### src/rtl/adder_rr_arbiter_if.sv
// adder_rr_arbiter_if: handshake/bus bundle between the requester lanes and the
// shared-adder arbiter.
//   req_valid/req_ready  per-requester valid/ready (NUM_REQ bits)
//   req_a/req_b          packed signed operands, requester i at [i*DATA_WIDTH +: DATA_WIDTH]
//   req_cin              per-requester carry-in
//   res_valid/res_ready  result handshake
//   res_sum/res_cout/res_ovf/res_id  registered result and the requester that produced it
interface adder_rr_arbiter_if #(
    parameter int DATA_WIDTH = 16,
    parameter int NUM_REQ    = 4
);
    localparam int ID_W = $clog2(NUM_REQ);

    logic [NUM_REQ-1:0]            req_valid;
    logic [NUM_REQ-1:0]            req_ready;
    logic [NUM_REQ*DATA_WIDTH-1:0] req_a;
    logic [NUM_REQ*DATA_WIDTH-1:0] req_b;
    logic [NUM_REQ-1:0]            req_cin;
    logic                          res_valid;
    logic                          res_ready;
    logic [DATA_WIDTH-1:0]         res_sum;
    logic                          res_cout;
    logic                          res_ovf;
    logic [ID_W-1:0]               res_id;

    // Requester / result-consumer side
    modport master (
        output req_valid, req_a, req_b, req_cin, res_ready,
        input  req_ready, res_valid, res_sum, res_cout, res_ovf, res_id
    );

    // Arbiter side
    modport slave (
        input  req_valid, req_a, req_b, req_cin, res_ready,
        output req_ready, res_valid, res_sum, res_cout, res_ovf, res_id
    );
endinterface

### src/rtl/adder_rr_arbiter.sv
// adder_rr_arbiter: shares one carry-look-ahead Adder among NUM_REQ requesters
// with round-robin arbitration. The result is registered (1-cycle latency) and
// held under res_ready backpressure; a new accept may replace a result that is
// draining in the same cycle, giving one operation per cycle.
//   clk   rising-edge clock
//   rst   synchronous active-high reset
//   bus   adder_rr_arbiter_if.slave (request and result handshakes)

// Adder: DATA_WIDTH carry-look-ahead adder built from 4-bit lookahead slices,
// carries rippling between slices. DATA_WIDTH must be a multiple of 4.
//   a, b, cin -> sum (mod 2^DATA_WIDTH), cout (unsigned carry-out)
module Adder #(
    parameter int DATA_WIDTH = 16
) (
    input  logic [DATA_WIDTH-1:0] a,
    input  logic [DATA_WIDTH-1:0] b,
    input  logic                  cin,
    output logic [DATA_WIDTH-1:0] sum,
    output logic                  cout
);
    localparam int NSLICE = DATA_WIDTH / 4;

    logic [NSLICE:0] carry;

    assign carry[0] = cin;
    assign cout     = carry[NSLICE];

    for (genvar s = 0; s < NSLICE; s++) begin : g_slice
        logic [3:0] g, p;
        logic [4:0] c;

        assign g    = a[4*s +: 4] & b[4*s +: 4];
        assign p    = a[4*s +: 4] ^ b[4*s +: 4];
        assign c[0] = carry[s];
        assign c[1] = g[0] | (p[0] & c[0]);
        assign c[2] = g[1] | (p[1] & g[0]) | (p[1] & p[0] & c[0]);
        assign c[3] = g[2] | (p[2] & g[1]) | (p[2] & p[1] & g[0])
                    | (p[2] & p[1] & p[0] & c[0]);
        assign c[4] = g[3] | (p[3] & g[2]) | (p[3] & p[2] & g[1])
                    | (p[3] & p[2] & p[1] & g[0]) | (p[3] & p[2] & p[1] & p[0] & c[0]);

        assign sum[4*s +: 4] = p ^ c[3:0];
        assign carry[s+1]    = c[4];
    end
endmodule

module adder_rr_arbiter #(
    parameter int DATA_WIDTH = 16,
    parameter int NUM_REQ    = 4
) (
    input  logic                clk,
    input  logic                rst,
    adder_rr_arbiter_if.slave   bus
);
    localparam int ID_W = $clog2(NUM_REQ);

    typedef enum logic {EMPTY, FULL} state_e;

    state_e                state_q, state_d;
    logic [ID_W-1:0]       ptr_q;       // last granted requester
    logic [DATA_WIDTH-1:0] sum_q;
    logic                  cout_q;
    logic                  ovf_q;
    logic [ID_W-1:0]       id_q;

    logic                  win_found;
    logic [ID_W-1:0]       win_id;
    logic [NUM_REQ-1:0]    gnt;
    logic [DATA_WIDTH-1:0] a_sel, b_sel;
    logic                  cin_sel;
    logic                  can_accept;
    logic                  accept;
    logic [DATA_WIDTH-1:0] add_sum;
    logic                  add_cout;
    logic                  add_ovf;

    // Round-robin search from ptr_q+1 upward, then wrap to 0..ptr_q.
    always_comb begin
        win_found = 1'b0;
        win_id    = '0;
        gnt       = '0;
        a_sel     = '0;
        b_sel     = '0;
        cin_sel   = 1'b0;
        for (int i = 0; i < NUM_REQ; i++) begin
            if (!win_found && bus.req_valid[i] && (i > int'(ptr_q))) begin
                win_found = 1'b1;
                win_id    = ID_W'(i);
                gnt[i]    = 1'b1;
                a_sel     = bus.req_a[i*DATA_WIDTH +: DATA_WIDTH];
                b_sel     = bus.req_b[i*DATA_WIDTH +: DATA_WIDTH];
                cin_sel   = bus.req_cin[i];
            end
        end
        for (int i = 0; i < NUM_REQ; i++) begin
            if (!win_found && bus.req_valid[i] && (i <= int'(ptr_q))) begin
                win_found = 1'b1;
                win_id    = ID_W'(i);
                gnt[i]    = 1'b1;
                a_sel     = bus.req_a[i*DATA_WIDTH +: DATA_WIDTH];
                b_sel     = bus.req_b[i*DATA_WIDTH +: DATA_WIDTH];
                cin_sel   = bus.req_cin[i];
            end
        end
    end

    Adder #(.DATA_WIDTH(DATA_WIDTH)) u_adder (
        .a    (a_sel),
        .b    (b_sel),
        .cin  (cin_sel),
        .sum  (add_sum),
        .cout (add_cout)
    );

    // Signed overflow: like-signed operands producing a differently-signed sum.
    assign add_ovf = (a_sel[DATA_WIDTH-1] == b_sel[DATA_WIDTH-1])
                   & (add_sum[DATA_WIDTH-1] != a_sel[DATA_WIDTH-1]);

    assign can_accept    = (state_q == EMPTY) || bus.res_ready;
    assign bus.req_ready = (can_accept && !rst) ? gnt : '0;
    assign accept        = win_found && can_accept && !rst;

    always_comb begin
        state_d = state_q;
        if (accept)
            state_d = FULL;
        else if (state_q == FULL && bus.res_ready)
            state_d = EMPTY;
    end

    always_ff @(posedge clk) begin
        if (rst) begin
            state_q <= EMPTY;
            ptr_q   <= ID_W'(NUM_REQ - 1);
            sum_q   <= '0;
            cout_q  <= 1'b0;
            ovf_q   <= 1'b0;
            id_q    <= '0;
        end else begin
            state_q <= state_d;
            if (accept) begin
                ptr_q  <= win_id;
                sum_q  <= add_sum;
                cout_q <= add_cout;
                ovf_q  <= add_ovf;
                id_q   <= win_id;
            end
        end
    end

    assign bus.res_valid = (state_q == FULL);
    assign bus.res_sum   = sum_q;
    assign bus.res_cout  = cout_q;
    assign bus.res_ovf   = ovf_q;
    assign bus.res_id    = id_q;
endmodule

### src/flat_wrapper.sv
// flat-port wrapper written by rule: the top's interface ports become plain ports
module adder_rr_arbiter_flat 
#(
    parameter int DATA_WIDTH = 16,
    parameter int NUM_REQ    = 4
)
  (clk, rst, bus_req_valid, bus_req_a, bus_req_b, bus_req_cin, bus_res_ready, bus_req_ready, bus_res_valid, bus_res_sum, bus_res_cout, bus_res_ovf, bus_res_id);
  adder_rr_arbiter_if #(.DATA_WIDTH(DATA_WIDTH), .NUM_REQ(NUM_REQ)) bus_i ();
  input  logic clk;
  input  logic rst;
  input wire logic [$bits(bus_i.req_valid)-1:0] bus_req_valid;
  input wire logic [$bits(bus_i.req_a)-1:0] bus_req_a;
  input wire logic [$bits(bus_i.req_b)-1:0] bus_req_b;
  input wire logic [$bits(bus_i.req_cin)-1:0] bus_req_cin;
  input wire logic [$bits(bus_i.res_ready)-1:0] bus_res_ready;
  output wire logic [$bits(bus_i.req_ready)-1:0] bus_req_ready;
  output wire logic [$bits(bus_i.res_valid)-1:0] bus_res_valid;
  output wire logic [$bits(bus_i.res_sum)-1:0] bus_res_sum;
  output wire logic [$bits(bus_i.res_cout)-1:0] bus_res_cout;
  output wire logic [$bits(bus_i.res_ovf)-1:0] bus_res_ovf;
  output wire logic [$bits(bus_i.res_id)-1:0] bus_res_id;
  assign bus_i.req_valid = bus_req_valid;
  assign bus_i.req_a = bus_req_a;
  assign bus_i.req_b = bus_req_b;
  assign bus_i.req_cin = bus_req_cin;
  assign bus_i.res_ready = bus_res_ready;
  assign bus_req_ready = bus_i.req_ready;
  assign bus_res_valid = bus_i.res_valid;
  assign bus_res_sum = bus_i.res_sum;
  assign bus_res_cout = bus_i.res_cout;
  assign bus_res_ovf = bus_i.res_ovf;
  assign bus_res_id = bus_i.res_id;
  adder_rr_arbiter #(.DATA_WIDTH(DATA_WIDTH), .NUM_REQ(NUM_REQ)) u_core (.clk(clk), .rst(rst), .bus(bus_i));
endmodule
### config.mk
export PLATFORM = sky130hd
export DESIGN_NAME = adder_rr_arbiter_flat
export DESIGN_NICKNAME = d
export VERILOG_FILES = /design/src/rtl/adder_rr_arbiter_if.sv /design/src/rtl/adder_rr_arbiter.sv /design/src/flat_wrapper.sv
export SDC_FILE = /design/constraint.sdc
export NUM_CORES = 1
export LEC_CHECK = 0
export BUFFER_PORTS_ARGS = -buffer_cell sky130_fd_sc_hd__buf_2
export CAP_MARGIN = 5
export CORE_MARGIN = 2
export CORE_UTILIZATION = 30
export CTS_BUF_LIST = sky130_fd_sc_hd__clkbuf_8
export DETAILED_ROUTE_END_ITERATION = 7
export GPL_TIMING_DRIVEN = 0
export PLACE_DENSITY_LB_ADDON = 0.05
export SYNTH_ARGS = -nofsm -noshare
export SYNTH_HDL_FRONTEND = slang
export SYNTH_SLANG_ARGS = --single-unit
### constraint.sdc
create_clock -name clk -period 5 [get_ports clk]
set_input_delay 0.5 -clock clk [delete_from_list [all_inputs] [get_ports clk]]
set_output_delay 0.5 -clock clk [all_outputs]
set_load 0.005 [all_outputs]
==> impl_results.html, run 1 <==
<table>
<tr><th>Metric</th><th>Value</th></tr>
<tr><th colspan="2">Logic synthesis</th></tr>
<tr><td>Synth Cell Area</td><td>between 2000 and 3000 µm²</td></tr>
<tr><td>Number of enable-type register cells in the synthesized netlist</td><td>0</td></tr>
<tr><td>Library cell with the largest summed area after synthesis</td><td>sky130_fd_sc_hd__dfxtp_1</td></tr>
<tr><td>Share of the synthesized area in the top cell type</td><td>between 10% and 20%</td></tr>
<tr><td>Net count after synthesis</td><td>around 500</td></tr>
<tr><td>Post-Synthesis Cells</td><td>between 300 and 400</td></tr>
<tr><td>Synthesized area per cell</td><td>around 7.2 µm²</td></tr>
<tr><td>Top area cells in the synthesized netlist</td><td>sky130_fd_sc_hd__dfxtp_1, sky130_fd_sc_hd__nand2_1, sky130_fd_sc_hd__a222oi_1</td></tr>
<tr><td>Synth Warn #</td><td>0</td></tr>
<tr><td>Synthesis-stage register bit count</td><td>23</td></tr>
<tr><td>Share of the yosys chip area belonging to registers</td><td>between 10% and 20%</td></tr>
<tr><td>Proportion of register bits with asynchronous set or reset after synthesis</td><td>0%</td></tr>
<tr><td>Most used flip-flop cell after synthesis</td><td>sky130_fd_sc_hd__dfxtp_1</td></tr>
<tr><td>Cell variety after synth</td><td>between 50 and 60</td></tr>
<tr><th colspan="2">Floorplan</th></tr>
<tr><td>Total Die Area</td><td>between 9000 and 10000 µm²</td></tr>
<tr><td>Core Area</td><td>between 8000 and 9000 µm²</td></tr>
<tr><td>IO Count</td><td>about 160</td></tr>
<tr><td>Effective utilization at floorplan</td><td>between 30% and 40%</td></tr>
<tr><td>Row Count</td><td>33</td></tr>
<tr><td>Die H</td><td>roughly 96 µm</td></tr>
<tr><td>Die outline width</td><td>roughly 96 µm</td></tr>
<tr><th colspan="2">Final layout</th></tr>
<tr><td># diodes</td><td>0</td></tr>
<tr><td>Summed area of non-filler cells in the final layout</td><td>3520 µm²</td></tr>
<tr><td>Share of cells above drive strength 1</td><td>37.5%</td></tr>
<tr><td>Number of nets in the layout</td><td>just under 700</td></tr>
<tr><td>Area used by multi-input combinational logic</td><td>slightly below 2000 µm²</td></tr>
<tr><td>Number of fillers in the final layout</td><td>about 900</td></tr>
<tr><td>Synth-to-Final Area Change</td><td>39.4%</td></tr>
<tr><td>Highest-count cells in the layout ignoring fill and taps</td><td>sky130_fd_sc_hd__buf_2, sky130_fd_sc_hd__nand2_1, sky130_fd_sc_hd__a222oi_1, sky130_fd_sc_hd__dfxtp_1, sky130_fd_sc_hd__nor2_1</td></tr>
<tr><td>Sequential standard cell area</td><td>roughly 460 µm²</td></tr>
<tr><td>Commonest non-fill, non-tap cell in the layout</td><td>sky130_fd_sc_hd__buf_2</td></tr>
<tr><td>Final core utilization</td><td>43.1%</td></tr>
<tr><th colspan="2">Clocking</th></tr>
<tr><td>Post-CTS Hold Fix Bufs</td><td>0</td></tr>
<tr><td>Number of cells upsized or downsized after cts</td><td>0</td></tr>
<tr><td>Setup Buffers After CTS</td><td>0</td></tr>
<tr><td>Clock latency on the worst-skew pair</td><td>0.26 ns</td></tr>
<tr><td>Sink count of the clock tree</td><td>23</td></tr>
<tr><td>Number of buffers inserted during clock tree synthesis</td><td>3</td></tr>
<tr><td>Clock tree from TritonCTS</td><td>done</td></tr>
<tr><td>CTS root buf</td><td>sky130_fd_sc_hd__clkbuf_8</td></tr>
<tr><td>Clock-pin slew on the worst setup and hold paths</td><td>~0.08 ns</td></tr>
<tr><td>Level count of the clock H-tree</td><td>1</td></tr>
<tr><td>CTS max path bufs</td><td>2</td></tr>
<tr><th colspan="2">Timing</th></tr>
<tr><td>Transition time of the tightest slew-check pin</td><td>~0.65 ns</td></tr>
<tr><td>Worst slew margin relative to its limit</td><td>a little under three fifths</td></tr>
<tr><td>Count of final hold-check violations</td><td>0</td></tr>
<tr><td>Clock tree skew after final layout</td><td>0.00144 ns</td></tr>
<tr><td>Final worst-path cycle share</td><td>roughly 94%</td></tr>
<tr><td>Max-slew violation count</td><td>0</td></tr>
<tr><td>Final Setup Violations</td><td>0</td></tr>
<tr><td>Setup repair after global routing missed its margin</td><td>no</td></tr>
<tr><td>Worst Hold Margin</td><td>between 0.4 and 0.5 ns</td></tr>
<tr><td>Minimum setup slack in the final design</td><td>0.300 ns</td></tr>
<tr><td>Setup TNS</td><td>0 ns</td></tr>
<tr><td>Crit path time final</td><td>~4.7 ns</td></tr>
<tr><td>Maximum clock rate</td><td>approximately 0.21 GHz</td></tr>
<tr><th colspan="2">Hold path</th></tr>
<tr><td>Startpoint of the tightest hold check path</td><td>u_core.bus.res_sum[4]</td></tr>
<tr><td>Worst min-delay path endpoint</td><td>u_core.bus.res_sum[4]</td></tr>
<tr><td>Number of stages on the worst hold path</td><td>2</td></tr>
<tr><td>Worst hold-check path type</td><td>reg -&gt; reg</td></tr>
<tr><th colspan="2">GRT</th></tr>
<tr><td>Tot GR Track Use</td><td>between 20 and 25%</td></tr>
<tr><td>Vias in the first global route</td><td>between 3000 and 4000</td></tr>
<tr><td>Wire length of the first global-routing pass</td><td>around 16000 µm</td></tr>
<tr><td>Gr ovfl total</td><td>0</td></tr>
<tr><td>Maximum number of pins on one net before global-route repair</td><td>14</td></tr>
<tr><td>Number of antenna violations at the first check in global routing</td><td>0</td></tr>
<tr><th colspan="2">Worst setup path</th></tr>
<tr><td>Reg2Reg Depth</td><td>17</td></tr>
<tr><td>WS Path Type</td><td>reg -&gt; reg</td></tr>
<tr><td>Largest fanout on the critical path</td><td>11</td></tr>
<tr><td>Worst path required time</td><td>roughly 5.2 ns</td></tr>
<tr><td>Capturing point of the worst reg2reg path</td><td>u_core.bus.res_sum[15]</td></tr>
<tr><td>WP data arrival</td><td>4.86 ns</td></tr>
<tr><td>Worst R2R Setup Slack</td><td>approximately 0.3 ns</td></tr>
<tr><td>Critical Path Source Type</td><td>flop</td></tr>
<tr><td>Startpoint of the worst register-to-register path</td><td>u_core.ptr_q[0]</td></tr>
<tr><td>Critical path capture point type</td><td>flop</td></tr>
<tr><th colspan="2">Route</th></tr>
<tr><td>ANT nets after route</td><td>0</td></tr>
<tr><td>Drt via density</td><td>between 5 and 6</td></tr>
<tr><td>Residual DRC</td><td>0</td></tr>
<tr><td>Total via count after detailed routing</td><td>around 3300</td></tr>
<tr><td>First-pass DRT Iterations</td><td>7</td></tr>
<tr><td>Total detailed-routing wirelength</td><td>about 10000 µm</td></tr>
<tr><td>Average wire length per cell after detail routing</td><td>about 16 µm</td></tr>
<tr><td>Detailed Route Iter0 Violations</td><td>243</td></tr>
<tr><th colspan="2">Placement</th></tr>
<tr><td>Post-Place Cell Area</td><td>3470 µm²</td></tr>
<tr><td>Port buffer count</td><td>about 160</td></tr>
<tr><td>Detailed placement HPWL</td><td>between 8000 and 9000 µm</td></tr>
<tr><td>Final Wtd Congestion</td><td>between 0.8 and 0.9</td></tr>
<tr><td>Worst slack at placement</td><td>-0.0790 ns</td></tr>
<tr><th colspan="2">Status</th></tr>
<tr><td>Result of the run</td><td>finished clean</td></tr>
<tr><th colspan="2">Job</th></tr>
<tr><td>Number of maximum-capacitance constraint violations</td><td>0</td></tr>
<tr><th colspan="2">Pwr</th></tr>
<tr><td>Max rail drop VDD</td><td>approximately 0.000097 V</td></tr>
<tr><td>Leakage</td><td>~1.8 nW</td></tr>
<tr><td>Power per unit of standard cell area</td><td>around 330 nW/µm²</td></tr>
</table>
==> cell usage after synthesis, types with 3 or more instances <==
| cell | count |
|---|---|
| sky130_fd_sc_hd__clkbuf_1 | 20 |
| sky130_fd_sc_hd__dfxtp_1 | 23 |
| sky130_fd_sc_hd__a21o_1 | 3 |
| sky130_fd_sc_hd__a211oi_1 | 4 |
| sky130_fd_sc_hd__a31oi_1 | 4 |
| sky130_fd_sc_hd__a21oi_1 | 16 |
| sky130_fd_sc_hd__xor2_1 | 3 |
| sky130_fd_sc_hd__nor3_1 | 3 |
| sky130_fd_sc_hd__nand4_1 | 3 |
| sky130_fd_sc_hd__o21ai_0 | 17 |
| sky130_fd_sc_hd__or2_2 | 4 |
| sky130_fd_sc_hd__nand2_1 | 79 |
| sky130_fd_sc_hd__a22oi_1 | 9 |
| sky130_fd_sc_hd__nand3_1 | 18 |
| sky130_fd_sc_hd__nor2b_1 | 4 |
| sky130_fd_sc_hd__nand2b_1 | 3 |
| sky130_fd_sc_hd__fa_1 | 4 |
| sky130_fd_sc_hd__and3_1 | 6 |
| sky130_fd_sc_hd__a222oi_1 | 29 |
| sky130_fd_sc_hd__a221oi_1 | 4 |
| sky130_fd_sc_hd__inv_1 | 14 |
| sky130_fd_sc_hd__ha_1 | 16 |
| sky130_fd_sc_hd__nor2_1 | 20 |
==> how the worst max path moves through the flow <==
stage                             end        startpoint  cells past startpoint  slack, ns
2_1_floorplan  u_core.bus.res_sum[15]  bus_req_valid[1]                     18       0.72
3_3_place_gp   u_core.bus.res_sum[15]  bus_req_valid[1]                     19      -0.12
3_5_place_dp   u_core.bus.res_sum[15]  bus_req_valid[1]                     19      -0.08
4_1_cts        u_core.bus.res_sum[15]   u_core.ptr_q[0]                     18     0.0005
5_1_grt        u_core.bus.res_sum[15]   u_core.ptr_q[0]                     17       0.01
6_report       u_core.bus.res_sum[15]   u_core.ptr_q[0]                     17       0.30
==> sequential cells by signal (all words and copies together) (netlist names) <==
register / count
u_core.bus.res_ovf: 1
u_core.bus.res_id: 2
u_core.bus.res_valid: 1
u_core.bus.res_sum: 16
u_core.bus.res_cout: 1
u_core.ptr_q: 2
==> per-stage QoR <==
stage / instances / total power (W)
floorplan: 349 / 0.000764
global placement: 616 / 0.00103
detailed placement: 616 / 0.00104
CTS: 620 / 0.00116
global route: 619 / 0.00128
finish: 619 / 0.00116
==> per-layer routing <==
layer	share of wire, %	track usage (%)
met1	46	30.1
met2	47	36.7
met3	6.8	2.66
met4	0.39	3.45
met5	0	0
==> critical path, cell delays in order, from the launching register on <==
cell,delay [ns]
sky130_fd_sc_hd__dfxtp_1,0.40
sky130_fd_sc_hd__and2b_2,0.30
sky130_fd_sc_hd__o21ai_0,0.10
sky130_fd_sc_hd__and3_2,0.31
sky130_fd_sc_hd__or2_2,0.29
sky130_fd_sc_hd__clkbuf_1,0.21
sky130_fd_sc_hd__buf_2,0.25
sky130_fd_sc_hd__a222oi_1,0.37
sky130_fd_sc_hd__nand2_1,0.11
sky130_fd_sc_hd__ha_1,0.37
sky130_fd_sc_hd__a21oi_1,0.25
sky130_fd_sc_hd__o21ai_0,0.16
sky130_fd_sc_hd__a21o_1,0.18
sky130_fd_sc_hd__a211oi_1,0.22
sky130_fd_sc_hd__nor2_1,0.10
sky130_fd_sc_hd__a21o_2,0.27
sky130_fd_sc_hd__or3_2,0.45
sky130_fd_sc_hd__a32o_1,0.26
==> area by class of cell <==
type                            instances  area share (%)
Inverter                               14            1.49
Tap cell                              105            3.73
Sequential cell                        23            13.1
Multi-Input combinational cell        289            54.7
Timing Repair Buffer                  162            23.0
Buffer                                 22            2.73
Clock buffer                            3            1.17
Clock inverter                          1           0.142
==> cells by family (layout without fill, tap and decap cells) <==
family | count (synthesis) | after routing | share of synthesized area (%)
flops | 23 | 23 | 18.2
xor+xnor | 5 | 5 | 1.73
buf+inv | 37 | 202 | 5.89
fa+ha+maj | 20 | 20 | 11.1
compound gates | 110 | 110 | 34.6
simple gates | 154 | 154 | 28.5
==> report_power, final <==
group | leakage [nW] | internal (W) | total [W] | switching, W
Sequential | 0.192 | 0.000245 | 0.000279 | 0.0000339
Clock | 0.0255 | 0.0000555 | 0.000115 | 0.0000591
Combinational | 1.57 | 0.000332 | 0.000765 | 0.000432
Total | 1.78 | 0.000633 | 0.00116 | 0.000525
(Power assumes the default switching activity.)
==> run 2, diff against run 1 <==
--- a/config.mk
+++ b/config.mk
@@ -5,10 +5,12 @@
 export SDC_FILE = /design/constraint.sdc
 export NUM_CORES = 1
 export LEC_CHECK = 0
-export BUFFER_PORTS_ARGS = -buffer_cell sky130_fd_sc_hd__buf_2
+export BUFFER_PORTS_ARGS = -buffer_cell sky130_fd_sc_hd__buf_4
 export CAP_MARGIN = 5
+export CELL_PAD_IN_SITES_DETAIL_PLACEMENT = 1
+export CELL_PAD_IN_SITES_GLOBAL_PLACEMENT = 1
 export CORE_MARGIN = 2
-export CORE_UTILIZATION = 30
+export CORE_UTILIZATION = 29
 export CTS_BUF_LIST = sky130_fd_sc_hd__clkbuf_8
 export DETAILED_ROUTE_END_ITERATION = 7
 export GPL_TIMING_DRIVEN = 0
==> run 2 against run 1 <==
Against the previous run:
- combinational power rose by 10%
- clock power barely moved
- worst hold slack got worse by 0.0023 ns
- critical endpoint unchanged
- largest cell class unchanged
- largest power group unchanged
- core utilization rose by 2.6 points
==> impl_results.html, run 2 (synthesized netlist as in run 1, its figures left out) <==
<table>
<tr><th>Metric</th><th>Value</th></tr>
<tr><th colspan="2">Worst setup path</th></tr>
<tr><td>Worst path required time</td><td>5.16 ns (about the same)</td></tr>
<tr><td>Critical Path Source Type</td><td>flop</td></tr>
<tr><td>WP data arrival</td><td>4.87 ns (about the same)</td></tr>
<tr><td>Capturing point of the worst reg2reg path</td><td>u_core.bus.res_sum[15]</td></tr>
<tr><td>Largest fanout on the critical path</td><td>11 (unchanged)</td></tr>
<tr><td>Worst R2R Setup Slack</td><td>0.30 ns (about the same)</td></tr>
<tr><td>Reg2Reg Depth</td><td>16 (-1)</td></tr>
<tr><td>Critical path capture point type</td><td>flop</td></tr>
<tr><td>WS Path Type</td><td>reg -&gt; reg</td></tr>
<tr><td>Startpoint of the worst register-to-register path</td><td>u_core.ptr_q[0]</td></tr>
<tr><th colspan="2">Final layout</th></tr>
<tr><td>Number of nets in the layout</td><td>673 (-0.15%)</td></tr>
<tr><td>Number of non-filler instances in the completed layout</td><td>621 (+0.32%)</td></tr>
<tr><td>Synth-to-Final Area Change</td><td>55.5%</td></tr>
<tr><td>Area used by multi-input combinational logic</td><td>1930 µm² (unchanged)</td></tr>
<tr><td>Commonest non-fill, non-tap cell in the layout</td><td>sky130_fd_sc_hd__buf_4</td></tr>
<tr><td>Highest-count cells in the layout ignoring fill and taps</td><td>sky130_fd_sc_hd__buf_4, sky130_fd_sc_hd__nand2_1, sky130_fd_sc_hd__a222oi_1, sky130_fd_sc_hd__dfxtp_1, sky130_fd_sc_hd__nor2_1</td></tr>
<tr><td># diodes</td><td>0 (unchanged)</td></tr>
<tr><td>Number of fillers in the final layout</td><td>1113 (+24%)</td></tr>
<tr><td>Summed area of non-filler cells in the final layout</td><td>3930 µm² (+12%)</td></tr>
<tr><td>Max reg flops</td><td>16 (unchanged)</td></tr>
<tr><td>Sequential standard cell area</td><td>460 µm² (unchanged)</td></tr>
<tr><td>Share of cells above drive strength 1</td><td>37.4% (-0.12 points)</td></tr>
<tr><td>Final core utilization</td><td>45.7% (+2.6 points)</td></tr>
<tr><th colspan="2">GRT</th></tr>
<tr><td>Tot GR Track Use</td><td>22.5% (+0.81 points)</td></tr>
<tr><td>Gr ovfl total</td><td>0 (unchanged)</td></tr>
<tr><td>Number of antenna violations at the first check in global routing</td><td>0 (unchanged)</td></tr>
<tr><td>Vias in the first global route</td><td>3543 (+8.7%)</td></tr>
<tr><td>Maximum number of pins on one net before global-route repair</td><td>14 (unchanged)</td></tr>
<tr><td>Wire length of the first global-routing pass</td><td>17800 µm (+13%)</td></tr>
<tr><th colspan="2">Timing</th></tr>
<tr><td>Crit path time final</td><td>4.70 ns (+0.00412 ns)</td></tr>
<tr><td>Final worst-path cycle share</td><td>94.1% (about the same)</td></tr>
<tr><td>Setup TNS</td><td>0 ns (unchanged)</td></tr>
<tr><td>Setup repair after global routing missed its margin</td><td>no</td></tr>
<tr><td>Count of final hold-check violations</td><td>0 (unchanged)</td></tr>
<tr><td>Maximum clock rate</td><td>0.213 GHz (about the same)</td></tr>
<tr><td>Clock tree skew after final layout</td><td>0.00407 ns (+0.00263 ns)</td></tr>
<tr><td>Max-slew violation count</td><td>0 (unchanged)</td></tr>
<tr><td>Worst slew margin relative to its limit</td><td>54.8% (-1.3 points)</td></tr>
<tr><td>Transition time of the tightest slew-check pin</td><td>0.675 ns (+0.0202 ns)</td></tr>
<tr><td>Final Setup Violations</td><td>0 (unchanged)</td></tr>
<tr><th colspan="2">Route</th></tr>
<tr><td>Residual DRC</td><td>0 (unchanged)</td></tr>
<tr><td>First-pass DRT Iterations</td><td>8 (+1)</td></tr>
<tr><td>Total via count after detailed routing</td><td>3380 (+1.7%)</td></tr>
<tr><td>Detailed Route Iter0 Violations</td><td>187 (-23%)</td></tr>
<tr><td>Average wire length per cell after detail routing</td><td>17.9 µm (+12%)</td></tr>
<tr><td>ANT nets after route</td><td>0 (unchanged)</td></tr>
<tr><td>Drt via density</td><td>5.44 (+1.4%)</td></tr>
<tr><td>Total detailed-routing wirelength</td><td>11100 µm (+12%)</td></tr>
<tr><th colspan="2">Floorplan</th></tr>
<tr><td>Total Die Area</td><td>9480 µm² (+3.3%)</td></tr>
<tr><td>Core Area</td><td>8590 µm² (+5.1%)</td></tr>
<tr><td>Effective utilization at floorplan</td><td>29.4% (-1.5 points)</td></tr>
<tr><td>Die H</td><td>97.4 µm (+1.6%)</td></tr>
<tr><td>IO Count</td><td>164 (unchanged)</td></tr>
<tr><td>Row Count</td><td>34 (+3.0%)</td></tr>
<tr><td>Die outline width</td><td>97.4 µm (+1.6%)</td></tr>
<tr><th colspan="2">Clocking</th></tr>
<tr><td>Number of buffers inserted during clock tree synthesis</td><td>3 (unchanged)</td></tr>
<tr><td>Sink count of the clock tree</td><td>23 (unchanged)</td></tr>
<tr><td>Level count of the clock H-tree</td><td>1 (unchanged)</td></tr>
<tr><td>CTS max path bufs</td><td>2 (unchanged)</td></tr>
<tr><td>Clock latency on the worst-skew pair</td><td>0.27 ns (about the same)</td></tr>
<tr><td>Clock-pin slew on the worst setup and hold paths</td><td>0.09 ns (about the same)</td></tr>
<tr><td>CTS root buf</td><td>sky130_fd_sc_hd__clkbuf_8</td></tr>
<tr><td>Clock tree from TritonCTS</td><td>done</td></tr>
<tr><th colspan="2">Hold path</th></tr>
<tr><td>Startpoint of the tightest hold check path</td><td>u_core.bus.res_sum[4]</td></tr>
<tr><td>Worst hold-check path type</td><td>reg -&gt; reg</td></tr>
<tr><td>Number of stages on the worst hold path</td><td>2 (unchanged)</td></tr>
<tr><td>Worst min-delay path endpoint</td><td>u_core.bus.res_sum[4]</td></tr>
<tr><th colspan="2">Pwr</th></tr>
<tr><td>Leakage</td><td>1.92 nW (+7.4%)</td></tr>
<tr><td>Max rail drop VDD</td><td>0.000115 V (+18%)</td></tr>
<tr><td>Power per unit of standard cell area</td><td>316 nW/µm² (-3.7%)</td></tr>
<tr><th colspan="2">Placement</th></tr>
<tr><td>Post-Place Cell Area</td><td>3880 µm² (+12%)</td></tr>
<tr><td>Cells after DPL</td><td>619 (+0.49%)</td></tr>
<tr><td>Detailed placement HPWL</td><td>9530 µm (+13%)</td></tr>
<tr><td>Port buffer count</td><td>162 (unchanged)</td></tr>
<tr><td>Final Wtd Congestion</td><td>0.826 (-5.0%)</td></tr>
<tr><th colspan="2">Status</th></tr>
<tr><td>Result of the run</td><td>finished clean</td></tr>
<tr><th colspan="2">Job</th></tr>
<tr><td>Number of maximum-capacitance constraint violations</td><td>0 (unchanged)</td></tr>
</table>
-- run 2: cell count changes in the layout (fill, tap and decap cells not counted), sizes merged --
cell,change
clkbuf,-2
buf,+1
-- run 2: layout make-up --
type | instances | share of cell area (%)
Timing Repair Buffer | 162 | 30.9
Tap cell | 108 | 3.44
Sequential cell | 23 | 11.7
Inverter | 14 | 1.34
Clock inverter | 1 | 0.127
Clock buffer | 3 | 1.05
Buffer | 21 | 2.39
Multi-Input combinational cell | 289 | 49.0
-- run 2: worst max-delay path by stage --
| stage | start | end |
|---|---|---|
| finish | u_core.ptr_q[0] | u_core.bus.res_sum[15] |
| global route | u_core.ptr_q[0] | u_core.bus.res_sum[15] |
| CTS | u_core.ptr_q[1] | u_core.bus.res_sum[15] |
| detailed placement | bus_req_valid[0] | u_core.bus.res_sum[15] |
| global placement | bus_req_valid[0] | u_core.bus.res_sum[15] |
| floorplan | bus_req_valid[1] | u_core.bus.res_sum[15] |
-- run 2: routing by layer --
metal,vias up,GRT usage (%),routed length [µm]
met1,1602,29.8,5030
met2,114,39.6,5320
met3,6,3.17,660
li1,1658,-,-
met4,0,3.53,113
met5,-,0,0
-- run 2: stage by stage --
stage               hold slack (ns)  worst slack [ns]  total power, W
floorplan                     0.450             0.724        0.000764
global placement              0.447            -0.163         0.00110
detailed placement            0.458            -0.134         0.00113
CTS                           0.468            0.0444         0.00124
global route                  0.501            0.0118         0.00136
finish                        0.464             0.296         0.00124
-- run 2: what timing repair did --
action / 4_1_cts / 5_1_grt
buffers inserted: 0 / 0
setup endpoints to repair: 1 / 3
resized for setup: 0 / 11
hold buffers: 0 / 0
pin swaps: 0 / 1
-- run 2: worst max-delay path, cell delays in order (launching register included) --
cell	delay, ns
sky130_fd_sc_hd__dfxtp_1	0.39
sky130_fd_sc_hd__and2b_2	0.30
sky130_fd_sc_hd__o21ai_0	0.12
sky130_fd_sc_hd__and3_2	0.33
sky130_fd_sc_hd__or2_2	0.40
sky130_fd_sc_hd__buf_2	0.22
sky130_fd_sc_hd__a222oi_1	0.35
sky130_fd_sc_hd__nand2_1	0.14
sky130_fd_sc_hd__ha_1	0.40
sky130_fd_sc_hd__a21oi_1	0.24
sky130_fd_sc_hd__o21ai_0	0.20
sky130_fd_sc_hd__a21o_1	0.20
sky130_fd_sc_hd__a211oi_1	0.22
sky130_fd_sc_hd__nor2_1	0.11
sky130_fd_sc_hd__a21o_2	0.27
sky130_fd_sc_hd__or3_2	0.46
sky130_fd_sc_hd__a32o_1	0.26
-- run 2: where the power goes --
group	internal [W]	switching (W)
Sequential	0.000245	0.0000369
Clock	0.0000557	0.0000622
Combinational	0.000393	0.000451
==> run 3, diff against run 2 <==
--- a/config.mk
+++ b/config.mk
@@ -5,12 +5,13 @@
 export SDC_FILE = /design/constraint.sdc
 export NUM_CORES = 1
 export LEC_CHECK = 0
+export ABC_AREA = 1
 export BUFFER_PORTS_ARGS = -buffer_cell sky130_fd_sc_hd__buf_4
-export CAP_MARGIN = 5
+export CAP_MARGIN = 20
 export CELL_PAD_IN_SITES_DETAIL_PLACEMENT = 1
 export CELL_PAD_IN_SITES_GLOBAL_PLACEMENT = 1
 export CORE_MARGIN = 2
-export CORE_UTILIZATION = 29
+export CORE_UTILIZATION = 30
 export CTS_BUF_LIST = sky130_fd_sc_hd__clkbuf_8
 export DETAILED_ROUTE_END_ITERATION = 7
 export GPL_TIMING_DRIVEN = 0
==> run 3 against run 2 <==
Against the previous run:
- sequential cell count stayed put
- clock-buffer cell count stayed put
- sequential power down 4%
- largest power group unchanged
- highest routed layer unchanged
==> impl_results.html, run 3 <==
<table>
<tr><th>Metric</th><th>Value</th></tr>
<tr><th colspan="2">Status</th></tr>
<tr><td>Result of the run</td><td>finished clean</td></tr>
<tr><th colspan="2">Route</th></tr>
<tr><td>Residual DRC</td><td>0 (unchanged)</td></tr>
<tr><td>Total via count after detailed routing</td><td>4390 (+30%)</td></tr>
<tr><td>ANT nets after route</td><td>0 (unchanged)</td></tr>
<tr><td>Total detailed-routing wirelength</td><td>15000 µm (+35%)</td></tr>
<tr><td>Detailed Route Iter0 Violations</td><td>145 (-22%)</td></tr>
<tr><td>First-pass DRT Iterations</td><td>4 (-4)</td></tr>
<tr><td>Drt via density</td><td>5.30 (-2.7%)</td></tr>
<tr><td>Average wire length per cell after detail routing</td><td>18.1 µm (+1.2%)</td></tr>
<tr><th colspan="2">Clocking</th></tr>
<tr><td>Number of cells upsized or downsized after cts</td><td>0 (unchanged)</td></tr>
<tr><td>Clock latency on the worst-skew pair</td><td>0.27 ns (about the same)</td></tr>
<tr><td>Post-CTS Hold Fix Bufs</td><td>0 (unchanged)</td></tr>
<tr><td>Clock tree from TritonCTS</td><td>done</td></tr>
<tr><td>Number of buffers inserted during clock tree synthesis</td><td>3 (unchanged)</td></tr>
<tr><td>CTS max path bufs</td><td>2 (unchanged)</td></tr>
<tr><td>Setup Buffers After CTS</td><td>0 (unchanged)</td></tr>
<tr><td>Clock-pin slew on the worst setup and hold paths</td><td>0.08 ns (about the same)</td></tr>
<tr><td>Sink count of the clock tree</td><td>23 (unchanged)</td></tr>
<tr><td>Level count of the clock H-tree</td><td>1 (unchanged)</td></tr>
<tr><td>CTS root buf</td><td>sky130_fd_sc_hd__clkbuf_8</td></tr>
<tr><th colspan="2">Logic synthesis</th></tr>
<tr><td>Synth Cell Area</td><td>3150 µm² (+24%)</td></tr>
<tr><td>Proportion of register bits with asynchronous set or reset after synthesis</td><td>0% (unchanged)</td></tr>
<tr><td>Post-Synthesis Cells</td><td>526 (+51%)</td></tr>
<tr><td>Synthesized area per cell</td><td>5.98 µm² (-17%)</td></tr>
<tr><td>Synth Warn #</td><td>0 (unchanged)</td></tr>
<tr><td>Synthesis-stage register bit count</td><td>23 (unchanged)</td></tr>
<tr><td>Cell with the most instances after synthesis</td><td>sky130_fd_sc_hd__nand2_1</td></tr>
<tr><td>Most used flip-flop cell after synthesis</td><td>sky130_fd_sc_hd__dfxtp_1</td></tr>
<tr><td>Library cell with the largest summed area after synthesis</td><td>sky130_fd_sc_hd__nand2_1</td></tr>
<tr><td>Share of the synthesized area in the top cell type</td><td>15.4% (-2.8 points)</td></tr>
<tr><td>Top area cells in the synthesized netlist</td><td>sky130_fd_sc_hd__nand2_1, sky130_fd_sc_hd__dfxtp_1, sky130_fd_sc_hd__inv_1</td></tr>
<tr><td>Share of the yosys chip area belonging to registers</td><td>14.6% (-3.6 points)</td></tr>
<tr><td>Number of enable-type register cells in the synthesized netlist</td><td>0 (unchanged)</td></tr>
<tr><td>Net count after synthesis</td><td>685 (+35%)</td></tr>
<tr><td>Most instantiated cells after synthesis</td><td>sky130_fd_sc_hd__nand2_1, sky130_fd_sc_hd__inv_1, sky130_fd_sc_hd__o21ai_0, sky130_fd_sc_hd__a21oi_1, sky130_fd_sc_hd__nor2_1</td></tr>
<tr><td>Cell variety after synth</td><td>39 (-29%)</td></tr>
<tr><th colspan="2">Timing</th></tr>
<tr><td>Setup repair after global routing missed its margin</td><td>no</td></tr>
<tr><td>Maximum clock rate</td><td>0.220 GHz (+3.6%)</td></tr>
<tr><td>Max-slew violation count</td><td>0 (unchanged)</td></tr>
<tr><td>Count of final hold-check violations</td><td>0 (unchanged)</td></tr>
<tr><td>Final worst-path cycle share</td><td>90.8% (-3.2 points)</td></tr>
<tr><td>Final Setup Violations</td><td>0 (unchanged)</td></tr>
<tr><td>Minimum setup slack in the final design</td><td>0.458 ns (+0.162 ns)</td></tr>
<tr><td>Crit path time final</td><td>4.54 ns (-0.162 ns)</td></tr>
<tr><td>Clock tree skew after final layout</td><td>0.00496 ns (+0.000888 ns)</td></tr>
<tr><td>Setup TNS</td><td>0 ns (unchanged)</td></tr>
<tr><td>Worst slew margin relative to its limit</td><td>46.1% (-8.8 points)</td></tr>
<tr><td>Transition time of the tightest slew-check pin</td><td>0.806 ns (+0.131 ns)</td></tr>
<tr><th colspan="2">Worst setup path</th></tr>
<tr><td>Critical Path Source Type</td><td>flop</td></tr>
<tr><td>Worst path required time</td><td>5.15 ns (about the same)</td></tr>
<tr><td>WS Path Type</td><td>reg -&gt; reg</td></tr>
<tr><td>Cell breakdown of the critical path</td><td>inv_1, nand2_1, nand4_2, nor2_1, inv_1, clkbuf_1, o21ai_0, a31oi_1, ha_1, a21oi_1, o21bai_1, a21oi_1, nand2_4, nand2_2, nand2_2, nand2_2, nand2_4, inv_1, fa_1, xor2_1, o21ai_0</td></tr>
<tr><td>Master of the slowest instance on the critical path</td><td>sky130_fd_sc_hd__nor2_1</td></tr>
<tr><td>Buffer and inverter count on the worst path</td><td>4 (+3)</td></tr>
<tr><td>Critical path capture point type</td><td>flop</td></tr>
<tr><td>Largest fanout on the critical path</td><td>10 (-1)</td></tr>
<tr><td>Largest incremental delay on the critical path</td><td>0.65 ns (+0.19 ns)</td></tr>
<tr><td>Family of cells with the greatest summed delay on the critical path</td><td>simple AND/OR/NAND/NOR gates</td></tr>
<tr><td>WP data arrival</td><td>4.69 ns (-0.18 ns)</td></tr>
<tr><th colspan="2">Final layout</th></tr>
<tr><td># diodes</td><td>0 (unchanged)</td></tr>
<tr><td>Number of nets in the layout</td><td>853 (+27%)</td></tr>
<tr><td>Share of cells above drive strength 1</td><td>28.3% (-9.1 points)</td></tr>
<tr><td>Synth-to-Final Area Change</td><td>45.9%</td></tr>
<tr><td>Summed area of non-filler cells in the final layout</td><td>4590 µm² (+17%)</td></tr>
<tr><td>Commonest non-fill, non-tap cell in the layout</td><td>sky130_fd_sc_hd__buf_4</td></tr>
<tr><td>Sequential standard cell area</td><td>460 µm² (unchanged)</td></tr>
<tr><td>Max reg flops</td><td>16 (unchanged)</td></tr>
<tr><td>Highest-count cells in the layout ignoring fill and taps</td><td>sky130_fd_sc_hd__buf_4, sky130_fd_sc_hd__nand2_1, sky130_fd_sc_hd__inv_1, sky130_fd_sc_hd__o21ai_0, sky130_fd_sc_hd__a21oi_1</td></tr>
<tr><td>Number of fillers in the final layout</td><td>1418 (+27%)</td></tr>
<tr><td>Area used by multi-input combinational logic</td><td>2310 µm² (+20%)</td></tr>
<tr><th colspan="2">Floorplan</th></tr>
<tr><td>IO Count</td><td>164 (unchanged)</td></tr>
<tr><td>Core Area</td><td>10200 µm² (+19%)</td></tr>
<tr><td>Effective utilization at floorplan</td><td>30.7% (+1.3 points)</td></tr>
<tr><td>Total Die Area</td><td>11300 µm² (+19%)</td></tr>
<tr><td>Die outline width</td><td>106 µm (+9.3%)</td></tr>
<tr><td>Die H</td><td>106 µm (+9.3%)</td></tr>
<tr><td>Row Count</td><td>37 (+8.8%)</td></tr>
<tr><th colspan="2">GRT</th></tr>
<tr><td>Gr ovfl total</td><td>0 (unchanged)</td></tr>
<tr><td>Number of antenna violations at the first check in global routing</td><td>0 (unchanged)</td></tr>
<tr><td>Wire length of the first global-routing pass</td><td>23500 µm (+32%)</td></tr>
<tr><td>Maximum number of pins on one net before global-route repair</td><td>15 (+1)</td></tr>
<tr><td>Vias in the first global route</td><td>4649 (+31%)</td></tr>
<tr><td>Tot GR Track Use</td><td>26.3% (+3.8 points)</td></tr>
<tr><th colspan="2">Hold path</th></tr>
<tr><td>Worst hold-check path type</td><td>in -&gt; reg</td></tr>
<tr><th colspan="2">Pwr</th></tr>
<tr><td>Leakage</td><td>2.35 nW (+23%)</td></tr>
<tr><td>Total design power</td><td>0.00137 W (+9.8%)</td></tr>
<tr><td>Max rail drop VDD</td><td>0.000132 V (+14%)</td></tr>
<tr><td>Power per unit of standard cell area</td><td>298 nW/µm² (-5.9%)</td></tr>
<tr><th colspan="2">Placement</th></tr>
<tr><td>Post-Place Cell Area</td><td>4540 µm² (+17%)</td></tr>
<tr><td>Detailed placement HPWL</td><td>12500 µm (+31%)</td></tr>
<tr><td>Worst slack at placement</td><td>0.393 ns (+0.527 ns)</td></tr>
<tr><td>Port buffer count</td><td>163 (+0.62%)</td></tr>
<tr><td>Final Wtd Congestion</td><td>0.882 (+6.8%)</td></tr>
<tr><th colspan="2">Job</th></tr>
<tr><td>Number of maximum-capacitance constraint violations</td><td>0 (unchanged)</td></tr>
</table>
-- run 3: final timing paths --
kind	from	to	slack, ns	cells after the start
max	u_core.ptr_q[1]	u_core.bus.res_sum[13]	0.46	21
min	rst	u_core.bus.res_ovf	0.43	2
max reg2reg	u_core.ptr_q[1]	u_core.bus.res_sum[13]	0.46	21
min reg2reg	u_core.bus.res_id[0]	u_core.bus.res_id[0]	0.47	2
-- run 3: logic make-up (layout without fill, tap and decap cells) --
kind of cell / after synthesis / count (layout) / synth area share (%)
AOI/OAI and AO/OA: 159 / 159 / 31.6
xor gates and xnor gates: 6 / 6 / 1.67
adders and majority gates: 20 / 20 / 8.91
buffers and inverters: 96 / 263 / 11.9
DFF: 23 / 23 / 14.6
and+or+nand+nor: 222 / 222 / 31.3
-- run 3: through the flow --
| step | instances | hold WS, ns | util (%) |
|---|---|---|---|
| floorplan | 526 | 0.456 | - |
| global placement | 825 | 0.455 | 44.4 |
| global route | 829 | 0.437 | 44.8 |
| CTS | 829 | 0.422 | 44.8 |
| detailed placement | 825 | 0.464 | 44.4 |
| finish | 829 | 0.435 | 44.8 |
-- run 3: power by group --
| part | switching [W] | internal [W] | leakage (nW) |
|---|---|---|---|
| Sequential | 0.0000322 | 0.000240 | 0.192 |
| Combinational | 0.000562 | 0.000416 | 2.14 |
| Clock | 0.0000603 | 0.0000564 | 0.0217 |
-- run 3: area by class of cell --
class                      count  area share (%)
multi-input combinational    407            50.4
timing repair buffer         163            26.7
sequential                    23            10.0
inverter                      68            5.56
tap                          136            3.71
buffer                        28            2.56
clock buffer                   3           0.900
clock inverter                 1           0.164
-- run 3: per-layer routing --
metal / up-vias / wire length (µm) / track usage, %
met3: 8 / 940 / 4.05
met4: 0 / 130 / 5.08
met5: - / 0 / 0
li1: 2151 / - / -
met1: 2087 / 6510 / 32.6
met2: 144 / 7450 / 47.9
